### src/rtl/seq_comp_pkg.sv
// Shared types and helpers for the sequential magnitude comparator.
// Holds the FSM state encoding, the 2-bit compare result codes and the
// sizing helpers used to derive the chunk count and chunk-index width.
package seq_comp_pkg;

    typedef enum logic [1:0] {
        S_IDLE = 2'd0,
        S_RUN  = 2'd1,
        S_DONE = 2'd2
    } state_t;

    localparam logic [1:0] CMP_EQ = 2'd0;
    localparam logic [1:0] CMP_LT = 2'd1;
    localparam logic [1:0] CMP_GT = 2'd2;

    // Number of CHUNK-bit slices in a WIDTH-bit operand.
    function automatic int calc_nchunk(input int width, input int chunk);
        return width / chunk;
    endfunction

    // Width of the chunk index; at least one bit even when there is one chunk.
    function automatic int calc_idx_w(input int nchunk);
        return (nchunk > 1) ? $clog2(nchunk) : 1;
    endfunction

endpackage

### src/rtl/seq_comp_chunk.sv
// Purely combinational unsigned compare of one CHUNK-bit slice.
// Exactly one of lt_o / eq_o / gt_o is high for any input pair.
module seq_comp_chunk #(
    parameter int CHUNK = 8
) (
    input  logic [CHUNK-1:0] a_i,
    input  logic [CHUNK-1:0] b_i,
    output logic             lt_o,
    output logic             eq_o,
    output logic             gt_o
);

    // Straight unsigned relational compare of the two slices.
    always_comb begin
        lt_o = (a_i < b_i);
        eq_o = (a_i == b_i);
        gt_o = (a_i > b_i);
    end

endmodule

### src/rtl/seq_mag_comparator.sv
// Multi-cycle magnitude comparator: walks A and B MSB-first, CHUNK bits per
// cycle, through a single shared chunk comparator. Signed compares are turned
// into unsigned ones by flipping the operand MSBs when they are latched.
//
// Handshake: start is sampled only while busy=0. busy is high from the cycle
// after an accepted start through the done cycle; done is a one-cycle pulse
// and the lt/eq/gt flags are valid from that cycle and held until the next
// done. A start seen while busy is dropped, never queued.
//
// Build option: define SEQ_COMP_EARLY_EXIT_EN to leave RUN on the first
// differing chunk; otherwise every chunk is examined (constant latency).
// dbg_state exposes the FSM state for observation.
module seq_mag_comparator
    import seq_comp_pkg::*;
#(
    parameter int WIDTH = 32,
    parameter int CHUNK = 8
) (
    input  logic             clk,
    input  logic             rst,
    input  logic             start,
    input  logic             signed_mode,
    input  logic [WIDTH-1:0] a,
    input  logic [WIDTH-1:0] b,
    output logic             busy,
    output logic             done,
    output logic             a_less_b,
    output logic             a_equal_b,
    output logic             a_greater_b,
    output state_t           dbg_state
);

    localparam int NCHUNK = calc_nchunk(WIDTH, CHUNK);
    localparam int IDX_W  = calc_idx_w(NCHUNK);

    state_t             state_q;
    logic [WIDTH-1:0]   a_q;
    logic [WIDTH-1:0]   b_q;
    logic [IDX_W-1:0]   idx_q;
    logic [1:0]         res_q;
    logic [1:0]         res_d;
    logic               lt_q;
    logic               eq_q;
    logic               gt_q;

    logic [WIDTH-1:0]   msb_mask;
    logic [CHUNK-1:0]   a_chunk;
    logic [CHUNK-1:0]   b_chunk;
    logic               c_lt;
    logic               c_eq;
    logic               c_gt;
    logic [1:0]         chunk_code;
    logic               last_chunk;

    // Offset-binary mask: in signed mode only the operand MSB is inverted.
    always_comb begin
        msb_mask = '0;
        msb_mask[WIDTH-1] = signed_mode;
    end

    // Select the chunk under inspection by shifting it down to bit 0.
    always_comb begin
        a_chunk = CHUNK'(a_q >> (int'(idx_q) * CHUNK));
        b_chunk = CHUNK'(b_q >> (int'(idx_q) * CHUNK));
    end

    seq_comp_chunk #(
        .CHUNK (CHUNK)
    ) u_chunk (
        .a_i  (a_chunk),
        .b_i  (b_chunk),
        .lt_o (c_lt),
        .eq_o (c_eq),
        .gt_o (c_gt)
    );

    // Keep the first recorded difference; later chunks only matter while equal.
    always_comb begin
        case ({c_lt, c_eq, c_gt})
            3'b100:  chunk_code = CMP_LT;
            3'b001:  chunk_code = CMP_GT;
            default: chunk_code = CMP_EQ;
        endcase
        res_d = (res_q == CMP_EQ) ? chunk_code : res_q;
`ifdef SEQ_COMP_EARLY_EXIT_EN
        last_chunk = (idx_q == '0) || (chunk_code != CMP_EQ);
`else
        last_chunk = (idx_q == '0);
`endif
    end

    // Control FSM plus operand, index and result-flag registers.
    always_ff @(posedge clk or posedge rst) begin
        if (rst) begin
            state_q <= S_IDLE;
            a_q     <= '0;
            b_q     <= '0;
            idx_q   <= '0;
            res_q   <= CMP_EQ;
            lt_q    <= 1'b0;
            eq_q    <= 1'b0;
            gt_q    <= 1'b0;
        end else begin
            case (state_q)
                S_IDLE: begin
                    if (start) begin
                        a_q     <= a ^ msb_mask;
                        b_q     <= b ^ msb_mask;
                        idx_q   <= IDX_W'(NCHUNK - 1);
                        res_q   <= CMP_EQ;
                        state_q <= S_RUN;
                    end
                end
                S_RUN: begin
                    res_q <= res_d;
                    if (last_chunk) begin
                        // Flags become visible in the DONE cycle.
                        lt_q    <= (res_d == CMP_LT);
                        eq_q    <= (res_d == CMP_EQ);
                        gt_q    <= (res_d == CMP_GT);
                        state_q <= S_DONE;
                    end else begin
                        idx_q <= idx_q - IDX_W'(1);
                    end
                end
                S_DONE: begin
                    state_q <= S_IDLE;
                end
                default: begin
                    state_q <= S_IDLE;
                end
            endcase
        end
    end

    assign busy        = (state_q != S_IDLE);
    assign done        = (state_q == S_DONE);
    assign a_less_b    = lt_q;
    assign a_equal_b   = eq_q;
    assign a_greater_b = gt_q;
    assign dbg_state   = state_q;

endmodule

### config.mk
export PLATFORM = sky130hd
export DESIGN_NAME = seq_mag_comparator
export DESIGN_NICKNAME = d
export VERILOG_FILES = /design/src/rtl/seq_comp_pkg.sv /design/src/rtl/seq_comp_chunk.sv /design/src/rtl/seq_mag_comparator.sv
export SDC_FILE = /design/constraint.sdc
export NUM_CORES = 1
export LEC_CHECK = 0
export ABC_AREA = 1
export CAP_MARGIN = 30
export CORE_UTILIZATION = 29
export DETAILED_ROUTE_END_ITERATION = 12
export SETUP_SLACK_MARGIN = 0.3
export SYNTH_ARGS = -nofsm -noshare
export SYNTH_HDL_FRONTEND = slang
export SYNTH_SLANG_ARGS = --single-unit
### constraint.sdc
create_clock -name clk -period 2.75 [get_ports clk]
set_input_delay 0.825 -clock clk [delete_from_list [all_inputs] [get_ports clk]]
set_output_delay 0.825 -clock clk [all_outputs]
set_load 0.02 [all_outputs]
==> metrics.md <==
| Metric | Value |
|---|---|
| Global-route total usage across every layer | `between 10% and 20%` |
| Storage element area | `approximately 1800 sq um` |
| Seq/Total Area, Yosys | `between 50% and 60%` |
| Via count | `3,071` |
| CP endpoint | `done` |
| DIE HEIGHT | `between 100 and 150 um` |
| Min cycle time layout | `2300 ps` |
| Leakage | `2.27 nW` |
| Setup TNS | `0 ps` |
| Root Buffer | `clkbuf_16` |
| H-Tree Depth | `3` |
| Worst path slowest cell | `clkdlybuf4s50_1` |
| Initial antenna violation count | `0` |
| Worst Path Required | `1930 ps` |
| RSZ-0062 raised after global routing | `no` |
| Worst hold path class | `flip-flop to flip-flop` |
| Initial Util | `between 30% and 40%` |
| Multi-input gate area | `between 1000 and 1500 sq um` |
| Fraction of layout cells with a size suffix above 1 | `between 6 and 7%` |
| Clk sinks | `between 70 and 80` |
| Most frequent cells in the layout | `203 x nand2_1, 74 x clkdlybuf4s50_1, 73 x dfrtp_1, 40 x o21ai_0, 38 x nor2_1` |
| Violations in the final reports | `DRC` |
| Hold Fails Final Rpt | `0` |
| Post-synthesis mux area share | `0%` |
| Final Cycle Share | `a little over four fifths` |
| Total core area | `~12,000 sq um` |
| Number of remaining DRC errors | `12` |
| Crit path kind | `flip-flop to output pin` |
| Flops & latches, synth | `between 70 and 80` |
| Grt total ovfl | `0` |
| Hold_buf cts | `0` |
| N_diodes | `0` |
| Commonest non-fill, non-tap cell in the layout | `nand2_1` |
| Detailed placement HPWL | `about 6.5 mm` |
| Post-Route Skew | `roughly 3.7 ps` |
| # port buffers | `74` |
| R2R Setup Slk | `~530 ps` |
| CTS tree | `built` |
| Clock slew at reported path FFs | `approximately 60 ps` |
| Post-synthesis compound-gate area fraction | `between 10% and 20%` |
| Area contributors post-synth | `dfrtp_1 53%, nand2_1 22%, o21ai_0 5.8%, nor2_1 4.1%, ha_1 3.3%` |
| Critical path arrival | `approximately 1500 ps` |
| DP Area | `approximately 4300 sq um` |
| DRT iter0 DRCs | `between 200 and 250` |
| Delay-heaviest family, CP | `buffers and inverters` |
| Top routing layer used | `met4` |
| Layout area overhead | `35.0%` |
| Ys Warns | `0` |
| Crit-path max cell delay | `about 600 ps` |
| Drt first pass iters | `8` |
| Filler cells | `about 1,200` |
| WL met3 | `between 400 and 500 um` |
| Met2 WL | `4.22 mm` |
| Final Max Slew Viols | `0` |
| Worst-margin pin slew | `~430 ps` |
| First-pass GRT wire length | `roughly 15 mm` |
| Post-synth top area cell | `dfrtp_1` |
| Largest net degree at the start of global routing | `74` |
| Row count | `39` |
| CTS Buffer Depth | `2` |
| Fin nets | `593` |
| Post-Synth Adder-Cell Area | `approximately 3.3%` |
| Synth top area share | `52.8%` |
| Status | `finished, violations left` |
| Max Fclk | `about 430 MHz` |
| # setup viols final | `0` |
| Cells along the critical path | `inv_1 -> nor2_1 -> clkdlybuf4s50_1` |
| Die Wd | `about 110 um` |
| WP depth | `3` |
| Clock Latency Late Sink | `330 ps` |
| Worst setup startpoint | `dbg_state[1]` |
| Largest family of logic cells by synthesized area | `simple AND/OR/NAND/NOR gates` |
| VDD IR max | `roughly 0.42 mV` |
| WL/cell | `approximately 14 um` |
| Reg2Reg Launch Point | `idx_q[0]` |
| Crit start category | `flip-flop` |
| Vias in the first global route | `about 3,200` |
| Cells after Synth | `around 440` |
| Design area | `4670 sq um` |
| Average cell area after synthesis | `between 7 and 8 sq um` |
| Reg2Reg Depth | `12` |
| Power Density | `between 1000 and 1500 nW/um^2` |
| Vias per inst | `4.63` |
| CP Capture Type | `output pin` |
| R2R Path End | `a_equal_b` |
| Ports | `75` |
| Metal-1 WL | `approximately 4.2 mm` |
| Buf/Inv on CP | `2` |
| Num CTS Buffers | `9` |
| Max cap viols | `0` |
| Slew headroom | `71.2%` |
| Post-Synthesis Net Count | `521` |
| Die area | `around 12,000 sq um` |
| Post-synthesis xor/xnor area fraction | `less than 1%` |
| ANT nets after route | `0` |
| Post-synthesis simple-gate area fraction | `~27%` |
| Distinct cells, synth | `23` |
| GP Congestion | `a little over 0.8` |
| Final wirelength | `about 9.1 mm` |
| CP max FO | `3` |
| Synthesized cell area | `3460 sq um` |
==> cell usage after synthesis <==
cell type / count
nand2_1: 203
nor2_1: 38
o21ai_1: 2
nand2_2: 1
a21oi_1: 17
or2_2: 1
a32o_1: 1
a31oi_1: 1
buf_4: 1
buf_6: 2
clkbuf_1: 9
xnor2_1: 2
o21ai_2: 1
inv_1: 19
o22ai_1: 8
o21ai_0: 40
inv_2: 2
nor2_2: 2
dfrtp_1: 73
buf_2: 9
nand3_1: 2
a21o_1: 1
ha_1: 9
==> cell type report <==
class | instances | share of cell area, %
Sequential cell | 73 | 39.1
Multi-Input combinational cell | 329 | 31.0
Timing Repair Buffer | 82 | 17.4
Clock buffer | 9 | 4.82
Tap cell | 143 | 3.83
Clock inverter | 7 | 2.01
Inverter | 21 | 1.90
==> where the power goes <==
group	switching, mW	internal [mW]	total, mW
sequential	0.320	1.58	1.90
clock	0.454	0.794	1.25
combinational	1.44	0.926	2.36
==> state kept, by name, indices dropped and copies added, names as in the netlist <==
register / count
idx_q: 2
dbg_state: 2
b_q: 32
a_less_b: 1
res_q: 2
a_greater_b: 1
a_q: 32
a_equal_b: 1
==> tightest hold or removal path, delay by kind of cell (launching register included) <==
kind             cells  cell delay, ps
and+or+nand+nor      2             100
DFF                  1             340
==> logic make-up (layout without fill, tap and decap cells) <==
kind of cell,after synthesis,in the layout
xor gates and xnor gates,2,2
adders and majority gates,9,9
and+or+nand+nor,247,247
AOI/OAI and AO/OA,71,71
buffers and inverters,42,119
DFF,73,73
==> through the flow <==
stage	hold WS, ps	setup WS, ps	total power [mW]	std cells	utilization, %
floorplan	444	819	3.54	444	-
global placement	464	469	4.24	648	37.8
detailed placement	465	415	4.28	648	37.8
CTS	480	413	5.56	664	40.5
global route	505	306	6.04	664	40.6
finish	480	448	5.52	664	40.6
==> layer usage <==
| layer | global-route usage [%] | vias up |
|---|---|---|
| li1 | - | 1540 |
| met1 | 20.1 | 1429 |
| met2 | 25.8 | 87 |
| met3 | 4.10 | 15 |
| met4 | 5.32 | 0 |
| met5 | 0 | - |
==> how the worst min path moves through the flow <==
stage | depth (start not counted) | slack [ps] | from | end
floorplan | 2 | 440 | a_q[17] | a_q[17]
global placement | 2 | 460 | b_q[18] | b_q[18]
detailed placement | 2 | 470 | b_q[11] | b_q[11]
CTS | 2 | 480 | a_q[13] | a_q[13]
global route | 2 | 500 | a_q[13] | a_q[13]
finish | 2 | 480 | a_q[19] | a_q[19]
==> what timing repair did <==
item,CTS,global route
gates resized for setup,0,3
endpoints found under the setup margin,0,4
setup buffers,0,0
Note: power is estimated with default switching activity, not from simulation.
